## src/rtl/adder_operand_sequencer_pkg.sv

```systemverilog
`default_nettype none
// ============================================================================
//  Module  : adder_seq_pkg
//  Purpose : Shared types and default sizes for the adder operand sequencer.
//            - seq_state_t : sequencer FSM state encoding (2 bits)
//            - WIDTH_DEF   : default operand width (sum is WIDTH+1 bits)
//            - CNT_W_DEF   : default width of the completed-transaction counter
//  Revision: 1.0  initial release
// ============================================================================
package adder_seq_pkg;

  localparam int WIDTH_DEF = 6;
  localparam int CNT_W_DEF = 8;

  typedef enum logic [1:0] {
    LOAD_A  = 2'd0,
    LOAD_B  = 2'd1,
    CAPTURE = 2'd2,
    SEND    = 2'd3
  } seq_state_t;

endpackage : adder_seq_pkg
`default_nettype wire

```

## src/rtl/adder_operand_sequencer_if.sv

```systemverilog
`default_nettype none
// ============================================================================
//  Module  : adder_operand_sequencer_if
//  Purpose : Operand input stream and result output stream of the sequencer.
//            in_valid/in_ready/in_data    : serial operand beats (A then B)
//            out_valid/out_ready/out_data : registered WIDTH+1 bit sum
//            modport slave  : the sequencer side
//            modport master : the producer/consumer side (environment)
//  Revision: 1.0  initial release
// ============================================================================
interface adder_operand_sequencer_if
  import adder_seq_pkg::*;
#(
  parameter int WIDTH = WIDTH_DEF
) ();

  logic             in_valid;
  logic             in_ready;
  logic [WIDTH-1:0] in_data;
  logic             out_valid;
  logic             out_ready;
  logic [WIDTH:0]   out_data;

  modport master (
    output in_valid, in_data, out_ready,
    input  in_ready, out_valid, out_data
  );

  modport slave (
    input  in_valid, in_data, out_ready,
    output in_ready, out_valid, out_data
  );

endinterface : adder_operand_sequencer_if
`default_nettype wire

```

## src/rtl/adder_operand_sequencer.sv

```systemverilog
`default_nettype none
// ============================================================================
//  Module  : adder_operand_sequencer
//  Purpose : Collects two operands serially over a valid/ready input, holds
//            them on a_out/b_out for an external combinational adder, captures
//            the adder's sum one cycle later and returns it over a valid/ready
//            output. Counts completed output handshakes.
//  Ports   : clock     - rising-edge clock
//            reset     - asynchronous active-low reset
//            io        - operand/result streams (slave modport)
//            a_out     - operand A to the adder
//            b_out     - operand B to the adder
//            sum_in    - adder result, combinational from a_out/b_out
//            busy      - high in any state other than LOAD_A
//            txn_count - completed output handshakes, wraps to 0
//  Revision: 1.0  initial release
// ============================================================================
module adder_operand_sequencer
  import adder_seq_pkg::*;
#(
  parameter int WIDTH = WIDTH_DEF,
  parameter int CNT_W = CNT_W_DEF
) (
  input  wire logic             clock,
  input  wire logic             reset,
  adder_operand_sequencer_if.slave io,
  output      logic [WIDTH-1:0] a_out,
  output      logic [WIDTH-1:0] b_out,
  input  wire logic [WIDTH:0]   sum_in,
  output      logic             busy,
  output      logic [CNT_W-1:0] txn_count
);

  seq_state_t       r_state;
  seq_state_t       w_next_state;
  logic [WIDTH-1:0] r_a;
  logic [WIDTH-1:0] r_b;
  logic [WIDTH:0]   r_out_data;
  logic             r_out_valid;
  logic [CNT_W-1:0] r_txn_count;
  logic             w_in_ready;
  logic             w_busy;

  // in_ready depends only on state, so there is no combinational path from
  // in_valid. In SEND out_valid is always 1, so out_ready alone completes
  // the handshake.
  always_comb begin
    w_next_state = r_state;
    w_in_ready   = 1'b0;
    w_busy       = 1'b1;
    case (r_state)
      LOAD_A: begin
        w_in_ready = 1'b1;
        w_busy     = 1'b0;
        if (io.in_valid) w_next_state = LOAD_B;
      end
      LOAD_B: begin
        w_in_ready = 1'b1;
        if (io.in_valid) w_next_state = CAPTURE;
      end
      CAPTURE: begin
        w_next_state = SEND;
      end
      SEND: begin
        // A new A is only taken from the cycle after the result leaves.
        if (io.out_ready) w_next_state = LOAD_A;
      end
      default: begin
        w_next_state = LOAD_A;
      end
    endcase
  end

  always_ff @(posedge clock or negedge reset) begin
    if (!reset) begin
      r_state     <= LOAD_A;
      r_a         <= '0;
      r_b         <= '0;
      r_out_data  <= '0;
      r_out_valid <= 1'b0;
      r_txn_count <= '0;
    end else begin
      r_state <= w_next_state;
      case (r_state)
        LOAD_A: if (io.in_valid) r_a <= io.in_data;
        LOAD_B: if (io.in_valid) r_b <= io.in_data;
        CAPTURE: begin
          // Operands have been stable for a full cycle; sum_in has settled.
          r_out_data  <= sum_in;
          r_out_valid <= 1'b1;
        end
        SEND: begin
          if (io.out_ready) begin
            r_out_valid <= 1'b0;
            r_txn_count <= r_txn_count + CNT_W'(1);
          end
        end
        default: ;
      endcase
    end
  end

  assign io.in_ready  = w_in_ready;
  assign io.out_valid = r_out_valid;
  assign io.out_data  = r_out_data;
  assign a_out        = r_a;
  assign b_out        = r_b;
  assign busy         = w_busy;
  assign txn_count    = r_txn_count;

endmodule : adder_operand_sequencer
`default_nettype wire

```

## src/flat_wrapper.sv

```systemverilog
// flat-port wrapper written by rule: the top's interface ports become plain ports
module adder_operand_sequencer_flat import adder_seq_pkg::*;
#(
  parameter int WIDTH = WIDTH_DEF,
  parameter int CNT_W = CNT_W_DEF
)
  (clock, reset, a_out, b_out, sum_in, busy, txn_count, io_in_valid, io_in_data, io_out_ready, io_in_ready, io_out_valid, io_out_data);
  adder_operand_sequencer_if #(.WIDTH(WIDTH)) io_i ();
  input  wire logic clock;
  input  wire logic reset;
  output      logic [WIDTH-1:0] a_out;
  output      logic [WIDTH-1:0] b_out;
  input  wire logic [WIDTH:0] sum_in;
  output      logic busy;
  output      logic [CNT_W-1:0] txn_count;
  input wire logic [$bits(io_i.in_valid)-1:0] io_in_valid;
  input wire logic [$bits(io_i.in_data)-1:0] io_in_data;
  input wire logic [$bits(io_i.out_ready)-1:0] io_out_ready;
  output wire logic [$bits(io_i.in_ready)-1:0] io_in_ready;
  output wire logic [$bits(io_i.out_valid)-1:0] io_out_valid;
  output wire logic [$bits(io_i.out_data)-1:0] io_out_data;
  assign io_i.in_valid = io_in_valid;
  assign io_i.in_data = io_in_data;
  assign io_i.out_ready = io_out_ready;
  assign io_in_ready = io_i.in_ready;
  assign io_out_valid = io_i.out_valid;
  assign io_out_data = io_i.out_data;
  adder_operand_sequencer #(.WIDTH(WIDTH), .CNT_W(CNT_W)) u_core (.clock(clock), .reset(reset), .io(io_i), .a_out(a_out), .b_out(b_out), .sum_in(sum_in), .busy(busy), .txn_count(txn_count));
endmodule
```

## config.mk

```make
export PLATFORM = sky130hd
export DESIGN_NAME = adder_operand_sequencer_flat
export DESIGN_NICKNAME = d
export VERILOG_FILES = /design/src/rtl/adder_operand_sequencer_pkg.sv /design/src/rtl/adder_operand_sequencer_if.sv /design/src/rtl/adder_operand_sequencer.sv /design/src/flat_wrapper.sv
export SDC_FILE = /design/constraint.sdc
export NUM_CORES = 1
export LEC_CHECK = 0
export CORE_ASPECT_RATIO = 0.5
export CORE_MARGIN = 2
export CORE_UTILIZATION = 43
export DETAILED_ROUTE_END_ITERATION = 6
export GPL_ROUTABILITY_DRIVEN = 0
export GPL_TIMING_DRIVEN = 0
export PLACE_DENSITY = 0.78
export SYNTH_ARGS = -nofsm -noshare
export SYNTH_HDL_FRONTEND = slang
export SYNTH_SLANG_ARGS = --single-unit
```

## constraint.sdc

```tcl
create_clock -name clock -period 1.9 [get_ports clock]
set_input_delay 0.38 -clock clock [delete_from_list [all_inputs] [get_ports clock]]
set_output_delay 0.38 -clock clock [all_outputs]
set_load 0.03 [all_outputs]
```

==> impl_metrics.toml, run 1 <==
[placement]
hpwl_um = 1790
post-place-ws_ns = -0.0982
dp_cells = 174
port_buffers = 46
placed_area_sq_um = 1760

[logic_synthesis]
syn_area_per_cell_sq_um = 13.8
ys_ff_latch = 30
synthMuxAreaShare = 0.197
synthXorXnorAreaFrac = 0.0489
synth_top_family_by_area = "multiplexers"
syn-instance-count = 91
ys_seq_area_frac = 0.599
synth_compound_area_frac = 0.00998
yosysUniqueCellTypes = 15
synth-adder-area-share = 0.0599
synthSimpleGateAreaFrac = 0.0639
synth_area_sq_um = 1250
syn_nets = 114
ys.warnings.count = 0

[layout]
final_common_cell = "clkdlybuf4s50_1"
nFillCells = 210
stdcell_count = 182
final_util = 0.686
nets = 167
multi_input_area_sq_um = 475
regArea_sq_um = 751
final_cell_mix = "43 x clkdlybuf4s50_1, 30 x dfrtp_1, 21 x mux2_2"
area_delta_synth_final_pct = 46.9
diodes = 0
drive_above_1_share = 0.228
final_area_sq_um = 1840

[timing]
worst_pin_slew_ns = 0.637
finalMaxSlewViolations = 0
final.min_clock_period_ns = 1.80
maxSlewHeadroom = 0.575
timing.setup.tns_ns = 0
setup_slack_ns = 0.0985
finalHoldViolCount = 0
rsz0062_at_grt = "no"
skew_ns = 0.0102
setup_viol = 0
worst_hold_slack_ns = 0.122
final.period_utilization = 0.948
max_freq_mhz = 555

[flow_run]
timing.max_cap.violations = 0

[global_routing]
grt_max_degree = 31
grtUsageMet1 = 0.207
grt_util_all_layers = 0.166
antenna_found_initial = 0
busiest_layer = "met2"
grt_overflow = 0
grt_pass1_vias = 901
use_met2 = 0.262
met3_usage = 0.0668
grt_pass1_wl_um = 4180

[status]
run_status = "finished, final reports clean"

[clocking]
cts_root_buf = "clkbuf_8"
post-cts-setup-buffers = 0
cts_tree = "built"
cts.sinks = 30
clk_pin_slew_worst_paths_ns = 0.07
hold_buffers = 0
cts-htree-levels = 2
clk_path_buf_depth = 2
clock_latency_ns = 0.28
cts_buffers = 5

[floorplanning]
dieArea_sq_um = 3390
core-area_sq_um = 2680
die_w_um = 80.4
rows = 13
initial_core_util = 0.467
die_y_um = 42.2
io-pin-count = 47

[route]
drtIter0Drc = 39
antenna_left = 0
route.detailed.drc = 0
dr_total_vias = 863
wl_um = 2380
drtPass1Iterations = 4
vias_per_cell = 4.74
wl_per_cell_um = 13.1

[worst_setup_path]
critical_path_class = "reg2out"
cp.arrival_ns = 1.42
worstPathRequired_ns = 1.52
crit_top_cell = "inv_1"
worst-path-stages = 4
critical_path.endpoint_type = "primary output"
cpPeakStageDelay_ns = 0.40
startpoint_type = "register"
worstPathCellList = "inv_1, ha_1, inv_1, clkdlybuf4s15_1"
worst_path_max_delay_cell = "dfrtp_1"
path_delay_family = "buffers and inverters"
critPathMaxFanout = 4
crit_buf_inv = 3
worst-r2r-cell-count = 5

[power_and_ir_drop]
max-vdd-ir-drop_mv = 0.936
p_leak_nw = 0.828
cellPowerDensity_nw_per_um2 = 1890
fin_total_pwr_mw = 3.48

[hold_path]
hold_path_class = "in2async"
[path summary, 6_finish.rpt]
kind / endpoint / slack, ns / from
worst min-delay path: u_core.b_out[3] / 0.12 / reset
min in group clock: u_core.txn_count[7] / 0.47 / u_core.txn_count[7]
worst max-delay path: busy / 0.1 / u_core.r_state[0]
max in group asynchronous: u_core.txn_count[7] / 1.36 / reset
worst max register to register: u_core.r_state[1] / 0.33 / u_core.r_state[0]
worst min register to register: u_core.txn_count[7] / 0.47 / u_core.txn_count[7]
[registers in the layout, summed over array words and instances (netlist names)]
name,count
u_core.b_out,6
u_core.io.out_valid,1
u_core.io.out_data,7
u_core.txn_count,8
u_core.a_out,6
u_core.r_state,2
[layout make-up]
| cell class | count | share of cell area |
|---|---|---|
| clock inverters | 1 | 0.00272 |
| flip-flops and latches | 30 | 0.408 |
| inverters | 6 | 0.0122 |
| well taps | 37 | 0.0251 |
| plain buffers | 1 | 0.00272 |
| repair buffers | 46 | 0.245 |
| multi-input cells | 54 | 0.258 |
| clock buffers | 7 | 0.0469 |
[where the power goes]
group	internal, mW	total, mW	leakage (nW)	switching [mW]
sequential	0.932	1.12	0.362	0.185
combinational	0.849	1.85	0.418	0.999
clock	0.292	0.518	0.0482	0.227
total	2.07	3.48	0.828	1.41
[layer usage]
| layer | part of all wire | wire [um] |
|---|---|---|
| met1 | 0.45 | 1070 |
| met2 | 0.49 | 1180 |
| met3 | 0.044 | 105 |
| met4 | 0.012 | 29 |
| met5 | 0 | 0 |
[cell usage after synthesis]
master   number  area [sq um]
ha_1          6          75.1
nor3_1        2          10.0
inv_1         6          22.5
buf_2         1          5.00
mux2i_1       1          10.0
dfrtp_1      30           751
nand3_1       2          10.0
mux2_2       21           236
xnor2_1       2          17.5
o22ai_1       2          12.5
nor2_1        5          18.8
nand2_2       1          6.26
xor2_1        5          43.8
nor4_2        1          12.5
nand2_1       6          22.5
[kinds of logic (layout without fill, tap and decap cells)]
logic type | count (synthesis) | count (layout)
XOR/XNOR | 7 | 7
buffers and inverters | 7 | 61
flip-flops | 30 | 30
multiplexers | 22 | 22
adder cells (fa/ha/maj) | 6 | 6
AO/OA/AOI/OAI | 2 | 2
AND/OR/NAND/NOR | 17 | 17
[worst register-to-register path: stages (launching register included)]
cell and delay, ns:
dfrtp_1 0.40, inv_1 0.14, ha_1 0.22, nor2_1 0.07
o22ai_1 0.24, mux2_2 0.37
[repair_timing]
action	in CTS	in global routing
endpoints found under the hold margin	0	0
resized for setup	4	3
endpoints found under the setup margin	2	2
Note: power is estimated with default switching activity, not from simulation.
==> run 2: changes to the inputs <==
--- a/config.mk
+++ b/config.mk
@@ -5,13 +5,14 @@
 export SDC_FILE = /design/constraint.sdc
 export NUM_CORES = 1
 export LEC_CHECK = 0
+export ABC_CLOCK_PERIOD_IN_PS = 1900
 export CORE_ASPECT_RATIO = 0.5
 export CORE_MARGIN = 2
 export CORE_UTILIZATION = 43
 export DETAILED_ROUTE_END_ITERATION = 6
 export GPL_ROUTABILITY_DRIVEN = 0
 export GPL_TIMING_DRIVEN = 0
-export PLACE_DENSITY = 0.78
+export PLACE_DENSITY = 0.82
 export SYNTH_ARGS = -nofsm -noshare
 export SYNTH_HDL_FRONTEND = slang
 export SYNTH_SLANG_ARGS = --single-unit
==> impl_metrics.toml, run 2 (synthesized netlist as in run 1, its figures left out) <==
[status]
run_status = "finished, final reports clean"

[placement]
port_buffers = 46
dp_cells = 174
placed_area_sq_um = 1760

[clocking]
cts_root_buf = "clkbuf_8"
cts-htree-levels = 2
clock_latency_ns = 0.28
clk_pin_slew_worst_paths_ns = 0.06
cts_resized = 4
cts_buffers = 5
cts_tree = "built"
post-cts-setup-buffers = 0
cts.sinks = 30
clk_path_buf_depth = 2
hold_buffers = 0

[timing]
finalMaxSlewViolations = 0
maxSlewHeadroom = 0.570
worst_hold_slack_ns = 0.114
max_freq_mhz = 544
rsz0062_at_grt = "no"
worst_pin_slew_ns = 0.644
final.period_utilization = 0.967
final.min_clock_period_ns = 1.84
setup_viol = 0
timing.setup.tns_ns = 0
skew_ns = 0.00440
finalHoldViolCount = 0

[worst_setup_path]
critical_path.endpoint_type = "primary output"
critical_path_class = "reg2out"
startpoint_type = "register"
worstPathRequired_ns = 1.52
critPathMaxFanout = 4
cp.arrival_ns = 1.46

[global_routing]
grt_util_all_layers = 0.164
busiest_layer = "met2"
grt_overflow = 0
grt_max_degree = 31
antenna_found_initial = 0
met3_usage = 0.0582
grt_pass1_wl_um = 4060
use_met2 = 0.270
grt_pass1_vias = 890
grtUsageMet1 = 0.188

[layout]
largest_reg_flops = 8
stdcell_count = 182
nFillCells = 207
final_cell_mix = "43 x clkdlybuf4s50_1, 30 x dfrtp_1, 21 x mux2_2"
nets = 167
diodes = 0
drive_above_1_share = 0.234
final_common_cell = "clkdlybuf4s50_1"
final_area_sq_um = 1850
area_delta_synth_final_pct = 47.6

[power_and_ir_drop]
comb_power_share = 0.530
switching_share = 0.405
internal-power_mw = 2.08
power.switching_mw = 1.41
cellPowerDensity_nw_per_um2 = 1890
max-vdd-ir-drop_mv = 0.953
p_clk_frac = 0.150
pwr-share-seq = 0.320
p_leak_nw = 0.827
fin_total_pwr_mw = 3.49

[route]
antenna_left = 0
drtPass1Iterations = 3
vias_per_cell = 4.64
wl_per_cell_um = 13.2
drtIter0Drc = 11
dr_total_vias = 845
route.detailed.drc = 0
wl_um = 2400

[flow_run]
timing.max_cap.violations = 0

[floorplanning]
die_y_um = 42.2
io-pin-count = 47
initial_core_util = 0.467
dieArea_sq_um = 3390
die_w_um = 80.4
rows = 13
core-area_sq_um = 2680

[hold_path]
hold_path_class = "in2async"
==> run 2: cell types whose count changed in the layout (fill, tap and decap cells not counted) <==
cell             before  now
buf_2                 3    2
clkdlybuf4s15_2       0    1
clkdlybuf4s15_1       1    0
clkinvlp_4            0    1
clkbuf_1              1    0
dlygate4sd2_1         0    1
==> run 2: area by class of cell <==
| type | instances | area (sq um) | area share |
|---|---|---|---|
| Tap cell | 37 | 46.3 | 0.0250 |
| Multi-Input combinational cell | 54 | 475 | 0.257 |
| Timing Repair Buffer | 46 | 455 | 0.246 |
| Inverter | 6 | 22.5 | 0.0122 |
| Clock buffer | 6 | 82.6 | 0.0446 |
| Sequential cell | 30 | 751 | 0.406 |
| Clock inverter | 2 | 12.5 | 0.00676 |
| Buffer | 1 | 5.00 | 0.00270 |
==> run 2: path summary, 6_finish.rpt <==
path | slack, ns | cells past startpoint | start | end
max | 0.06 | 5 | u_core.r_state[0] | io_in_ready
min | 0.11 | 1 | reset | u_core.io.out_data[1]
max reg2reg | 0.39 | 5 | u_core.r_state[0] | u_core.r_state[1]
min reg2reg | 0.46 | 1 | u_core.txn_count[7] | u_core.txn_count[7]
max in group asynchronous | 1.36 | 1 | reset | u_core.txn_count[0]
min in group clock | 0.46 | 1 | u_core.txn_count[7] | u_core.txn_count[7]
==> run 2: power groups by stage <==
| stage | clock network, mW | registers (mW) | logic, mW |
|---|---|---|---|
| detailed placement | 0 | 1.13 | 1.88 |
| global placement | 0 | 1.12 | 1.85 |
| CTS | 0.541 | 1.12 | 1.87 |
| floorplan | 0 | 1.64 | 0.611 |
| finish | 0.524 | 1.12 | 1.85 |
| global route | 0.565 | 1.17 | 1.95 |
==> run 2: stage by stage <==
stage	setup slack [ns]	util
final	0.0629	0.690
after global routing	0.00331	0.690
after CTS	0.0402	0.691
after detailed placement	-0.0446	0.656
after global placement	-0.0711	0.656
after floorplan	0.530	-
==> run 2: layer usage <==
metal,part of all wire,routed length [um]
met1,0.45,1080
met2,0.49,1170
met3,0.043,104
met4,0.021,51
met5,0,0
==> run 2: worst max-delay path, stage by stage, from the launching register on <==
cell and delay (ns):
dfrtp_1 0.39, inv_1 0.10, ha_1 0.24, nor2_1 0.13, inv_1 0.05, clkdlybuf4s15_2 0.27
